==> config.mk <==
export PLATFORM = sky130hd
export DESIGN_NAME = instruction_fetch
export DESIGN_NICKNAME = d
export VERILOG_FILES = /design/src/rtl/instruction_fetch.sv
export SDC_FILE = /design/constraint.sdc
export NUM_CORES = 1
export LEC_CHECK = 0
export ABC_AREA = 1
export CORE_UTILIZATION = 59
export DETAILED_ROUTE_END_ITERATION = 16
export PLACE_DENSITY = 0.83
export SLEW_MARGIN = 0
export SYNTH_ARGS = -nofsm -noshare
export SYNTH_HDL_FRONTEND = slang
export SYNTH_SLANG_ARGS = --single-unit
==> constraint.sdc <==
create_clock -name fetch_clk -period 6.8 [get_ports fetch_clk]
set_clock_uncertainty 0.15 [all_clocks]
set_input_delay 1.36 -clock fetch_clk [delete_from_list [all_inputs] [get_ports fetch_clk]]
set_output_delay 1.36 -clock fetch_clk [all_outputs]
set_load 0.05 [all_outputs]
==> src/rtl/instruction_fetch.sv <==
// Instruction fetch unit for the RV32I core.
// Keeps the program counter, issues word addresses to a synchronous-read
// instruction memory, and queues returned words in a 2-entry buffer that
// decode drains through a valid/ready handshake. A redirect from execute
// flushes everything in flight and restarts fetch at the target.
module instruction_fetch #(
  parameter logic [31:0] RESET_PC       = 32'h0000_0000,
  parameter int          MEM_ADDR_WIDTH = 5
) (
  input  logic                      fetch_clk,
  input  logic                      fetch_rst,
  output logic [MEM_ADDR_WIDTH-1:0] fetch_mem_addr,
  input  logic [31:0]               fetch_mem_data,
  output logic [31:0]               fetch_instr,
  output logic [31:0]               fetch_pc,
  output logic                      fetch_valid,
  input  logic                      fetch_ready,
  input  logic                      fetch_redirect,
  input  logic [31:0]               fetch_redirect_pc,
  output logic                      fetch_misalign
);

  typedef struct packed {
    logic [31:0] instr;
    logic [31:0] pc;
  } entry_t;

  logic [31:0] pc_q;
  logic        inflight_q;
  logic [31:0] inflight_pc_q;
  logic        misalign_q;

  // Buffer: head_q is always the oldest entry, tail_q the younger one.
  entry_t      head_q;
  entry_t      tail_q;
  logic [1:0]  count_q;

  logic        pop;
  logic        push;
  logic        issue;
  logic [2:0]  occupancy;
  entry_t      new_entry;

  assign fetch_mem_addr = pc_q[MEM_ADDR_WIDTH+1:2];
  assign fetch_valid    = (count_q != 2'd0);
  assign fetch_instr    = head_q.instr;
  assign fetch_pc       = head_q.pc;
  assign fetch_misalign = misalign_q;

  // Handshake, return and issue decisions for the current cycle.
  always_comb begin
    // NOTE: every always_comb output gets a default first so no path can infer a latch.
    pop       = 1'b0;
    push      = 1'b0;
    issue     = 1'b0;
    occupancy = 3'd0;
    new_entry = '{instr: fetch_mem_data, pc: inflight_pc_q};

    pop  = fetch_valid && fetch_ready;
    // A word returning during a redirect cycle is dropped with the flush.
    push = inflight_q && !fetch_redirect;
    // Slots already claimed after this edge; pop implies count >= 1, so no underflow.
    occupancy = {1'b0, count_q} + {2'b00, inflight_q} - {2'b00, pop};
    // Issue only when the word coming back next cycle is guaranteed a slot.
    issue = !fetch_rst && !fetch_redirect && (occupancy <= 3'd1);
  end

  // Program counter, in-flight tracking and the misalignment pulse.
  always_ff @(posedge fetch_clk) begin
    // NOTE: sequential state uses non-blocking assignments so all registers update together at the edge.
    if (fetch_rst) begin
      pc_q          <= RESET_PC;
      inflight_q    <= 1'b0;
      inflight_pc_q <= '0;
      misalign_q    <= 1'b0;
    end else begin
      misalign_q <= fetch_redirect && (fetch_redirect_pc[1:0] != 2'b00);
      if (fetch_redirect) begin
        pc_q       <= {fetch_redirect_pc[31:2], 2'b00};
        inflight_q <= 1'b0;
      end else if (issue) begin
        inflight_q    <= 1'b1;
        inflight_pc_q <= pc_q;
        pc_q          <= pc_q + 32'd4;
      end else begin
        inflight_q <= 1'b0;
      end
    end
  end

  // Two-entry ordered buffer between memory return and decode.
  always_ff @(posedge fetch_clk) begin
    if (fetch_rst) begin
      // NOTE: the payload registers are reset too, so the head outputs read zero out of reset.
      head_q  <= '0;
      tail_q  <= '0;
      count_q <= 2'd0;
    end else if (fetch_redirect) begin
      count_q <= 2'd0;
    end else begin
      unique case ({push, pop})
        2'b11: begin
          if (count_q == 2'd1) begin
            head_q <= new_entry;
          end else begin
            head_q <= tail_q;
            tail_q <= new_entry;
          end
        end
        2'b10: begin
          if (count_q == 2'd0) head_q <= new_entry;
          else                 tail_q <= new_entry;
          count_q <= count_q + 2'd1;
        end
        2'b01: begin
          head_q  <= tail_q;
          count_q <= count_q - 2'd1;
        end
        default: ;
      endcase
    end
  end

endmodule

==> results.yml <==
status:
  outcome: "finished clean"
sta:
  slew_viol_final: 0
  hold_viol: 0
  final.setup.tns_ps: 0
  slew_headroom: 0.215
  grt_setup_unrepaired: "no"
  fmax_mhz: 224
  tightest_slew_ps: 1180
  setup_viol: 0
  period_needed_ps: 4450
  min_period_over_period: 0.655
  worst_slack_ps: 2350
drt:
  vias: 9111
  detail_route.vias_per_cell: 5.64
  detail_route.wl_per_cell_um: 14.0
  final_antenna_net_count: 0
  drt-initial-drc-count: 870
  firstDrtPassIters: 6
  wirelength_um: 22600
  drc_errors: 0
critical_path:
  cpPeakStageDelay_ps: 510
  critical_path.cell_chain: "clkdlybuf4s50_1 -> inv_1 -> nor2_4 -> xor2_1 -> ha_1 -> inv_1 -> fa_1 -> inv_1 -> nor2_4 -> nand2_4 -> nand2_2 -> inv_2 -> nand2_1 -> nand2_1 -> inv_1 -> a21oi_1"
  end_kind: "register"
  crit_buf_inv: 6
  r2r_slack_ps: 2990
  cp.arrival_ps: 4660
  cp_num_cells: 16
  path_common_cell: "inv_1"
  worst_setup_path_start_kind: "input port"
  r2r_end: "pc_q[16]"
  r2r-start: "count_q[0]"
  path_max_fanout: 73
  crit_family: "simple AND/OR/NAND/NOR gates"
  ff2ff_path_depth: 16
  startpoint: "fetch_ready"
  critical_path_class: "in -> reg"
  crit_slowest_cell: "nand2_4"
  worstPathRequired_ps: 7010
  critical_path.endpoint: "pc_q[16]"
yosys:
  synth_area_per_cell_um2: 6.99
  ys_top_cells_by_count: "o21ai_0 (275), nand2_1 (247), dfxtp_1 (188), a21oi_1 (165), inv_1 (119)"
  synth_seq_cells: 188
  synth.top_cell.area_share: 0.403
  yosysMostFrequentCell: "o21ai_0"
  synth_cells: 1335
  synth-edff-count: 0
  yosys_warnings: 0
  synthFlopType: "dfxtp_1"
  async_reset_ff_frac: 0
  yosysTopAreaCell: "dfxtp_1"
  ys_seq_area_frac: 0.403
  synth_area_leaders: "dfxtp_1 (40%), o21ai_0 (15%), nand2_1 (9.9%)"
  yosysUniqueCellTypes: 39
  synth_area_um2: 9330
pwr:
  p_per_area_nw_per_um2: 243
  vdd_drop_max_mv: 0.190
  static-leakage-power_uw: 0.00400
grt:
  grt_overflow: 0
  antenna_found_initial: 0
  grt_pass1_wl_um: 37700
  track_usage: 0.282
  grt_max_degree: 126
  first_global_vias: 7935
cts:
  cts.sinks: 188
  cts_hold_buf: 0
  h-tree-depth: 4
  numCtsBuffers: 17
  cts_tree: "done"
  clk_latency_ps: 430
  clk_pin_slew_ps: 60
  cts_max_path_buffers: 2
  cts.repair.resized: 0
  root_buffer: "clkbuf_16"
  postCtsSetupBuffers: 0
layout:
  finalInstanceArea_um2: 11100
  drive_above_1_share: 0.0499
  diodes: 0
  fin_nets: 1466
  syn_to_final_growth_pct: 18.6
job:
  max_cap_violations: 0
place:
  dp_slack_ps: 1970
  numPortBuffers: 136
  hpwl_um: 13900
  place_area_um2: 10500
  gp_congestion: 0.920
die:
  rows: 45
  coreArea_um2: 15300
  pin_count: 139
  start_util: 0.609
  fp.dieW_um: 128
  die_y_um: 128
  dieArea_um2: 16300
hold_path:
  hp-start: "inflight_pc_q[9]"
  hp-class: "reg -> reg"
## state kept, by name, indices dropped and copies added, names as in the netlist
name	count
inflight_q	1
inflight_pc_q	30
fetch_misalign	1
pc_q	30
tail_q	62
fetch_pc	30
count_q	2
fetch_instr	32
## tightest hold or removal path, cell delays in order (launching register included)
cell     delay (ps)
dfxtp_1         300
inv_1            90
a21oi_1          70
## power breakdown
group | leakage (uW) | switching, uW | internal [uW]
Combinational | 0.00218 | 334 | 169
Clock | 0.000287 | 417 | 559
Sequential | 0.00153 | 42.2 | 1170
Total | 0.00400 | 793 | 1900
## cells by family after synthesis
group / share of synthesized area
other: 0.000402
buffers and inverters: 0.112
and+or+nand+nor: 0.158
xor gates and xnor gates: 0.0103
DFF: 0.403
adders and majority gates: 0.0102
AOI/OAI and AO/OA: 0.306
## per-layer routing
metal | part of all wire | global-route usage | up-vias | routed length (um)
li1 | - | - | 4618 | -
met1 | 0.47 | 0.391 | 4112 | 10500
met2 | 0.45 | 0.449 | 349 | 10200
met3 | 0.067 | 0.0409 | 32 | 1510
met4 | 0.016 | 0.0976 | 0 | 371
met5 | 0 | 0 | - | 0
## per-stage QoR
| step | total power, uW | instances | hold slack [ps] | util |
|---|---|---|---|---|
| 2_1_floorplan | 1580 | 1336 | 314 | - |
| 3_3_place_gp | 1720 | 1583 | 334 | 0.684 |
| 3_5_place_dp | 1730 | 1583 | 346 | 0.684 |
| 4_1_cts | 2690 | 1615 | 355 | 0.722 |
| 5_1_grt | 2800 | 1615 | 374 | 0.722 |
| 6_report | 2690 | 1615 | 355 | 0.722 |
## cell usage in the layout (no fill, tap or decap), drive strengths merged
cell | synthesis | layout
clkbuf | 60 | 21
o22ai | 1 | 1
o21ai | 291 | 291
a21boi | 1 | 1
inv | 126 | 125
a21oi | 165 | 165
nand2 | 251 | 251
nor3 | 6 | 6
a31oi | 66 | 66
clkinv | 0 | 9
clkinvlp | 0 | 1
dfxtp | 188 | 188
a211oi | 10 | 10
ha | 6 | 6
o211ai | 1 | 1
or2 | 1 | 1
buf | 49 | 9
bufinv | 0 | 2
nor2 | 56 | 56
xnor2 | 1 | 1
o21bai | 1 | 1
fa | 1 | 1
nand4 | 6 | 6
nand3 | 29 | 29
nand3b | 4 | 4
conb | 1 | 2
clkdlybuf4s50 | 0 | 136
a22oi | 3 | 3
xor2 | 10 | 10
and2 | 1 | 1
## area by class of cell
class / count / area [um^2]
Tap cell: 211 / 264
Fill cell: 1278 / 4250
Clock inverter: 11 / 119
Sequential cell: 188 / 3760
Multi-Input combinational cell: 913 / 4550
Inverter: 126 / 477
Timing Repair Buffer: 145 / 1430
Clock buffer: 21 / 460
## worst min-delay path by stage
stage | slack, ps | endpoint | cells after the start
5_1_grt | 370 | tail_q[17] | 2
3_5_place_dp | 350 | inflight_pc_q[9] | 2
6_report | 350 | tail_q[9] | 2
2_1_floorplan | 310 | inflight_pc_q[10] | 2
3_3_place_gp | 330 | pc_q[15] | 2
4_1_cts | 350 | tail_q[9] | 2
Power figures use the tool's default switching activity.
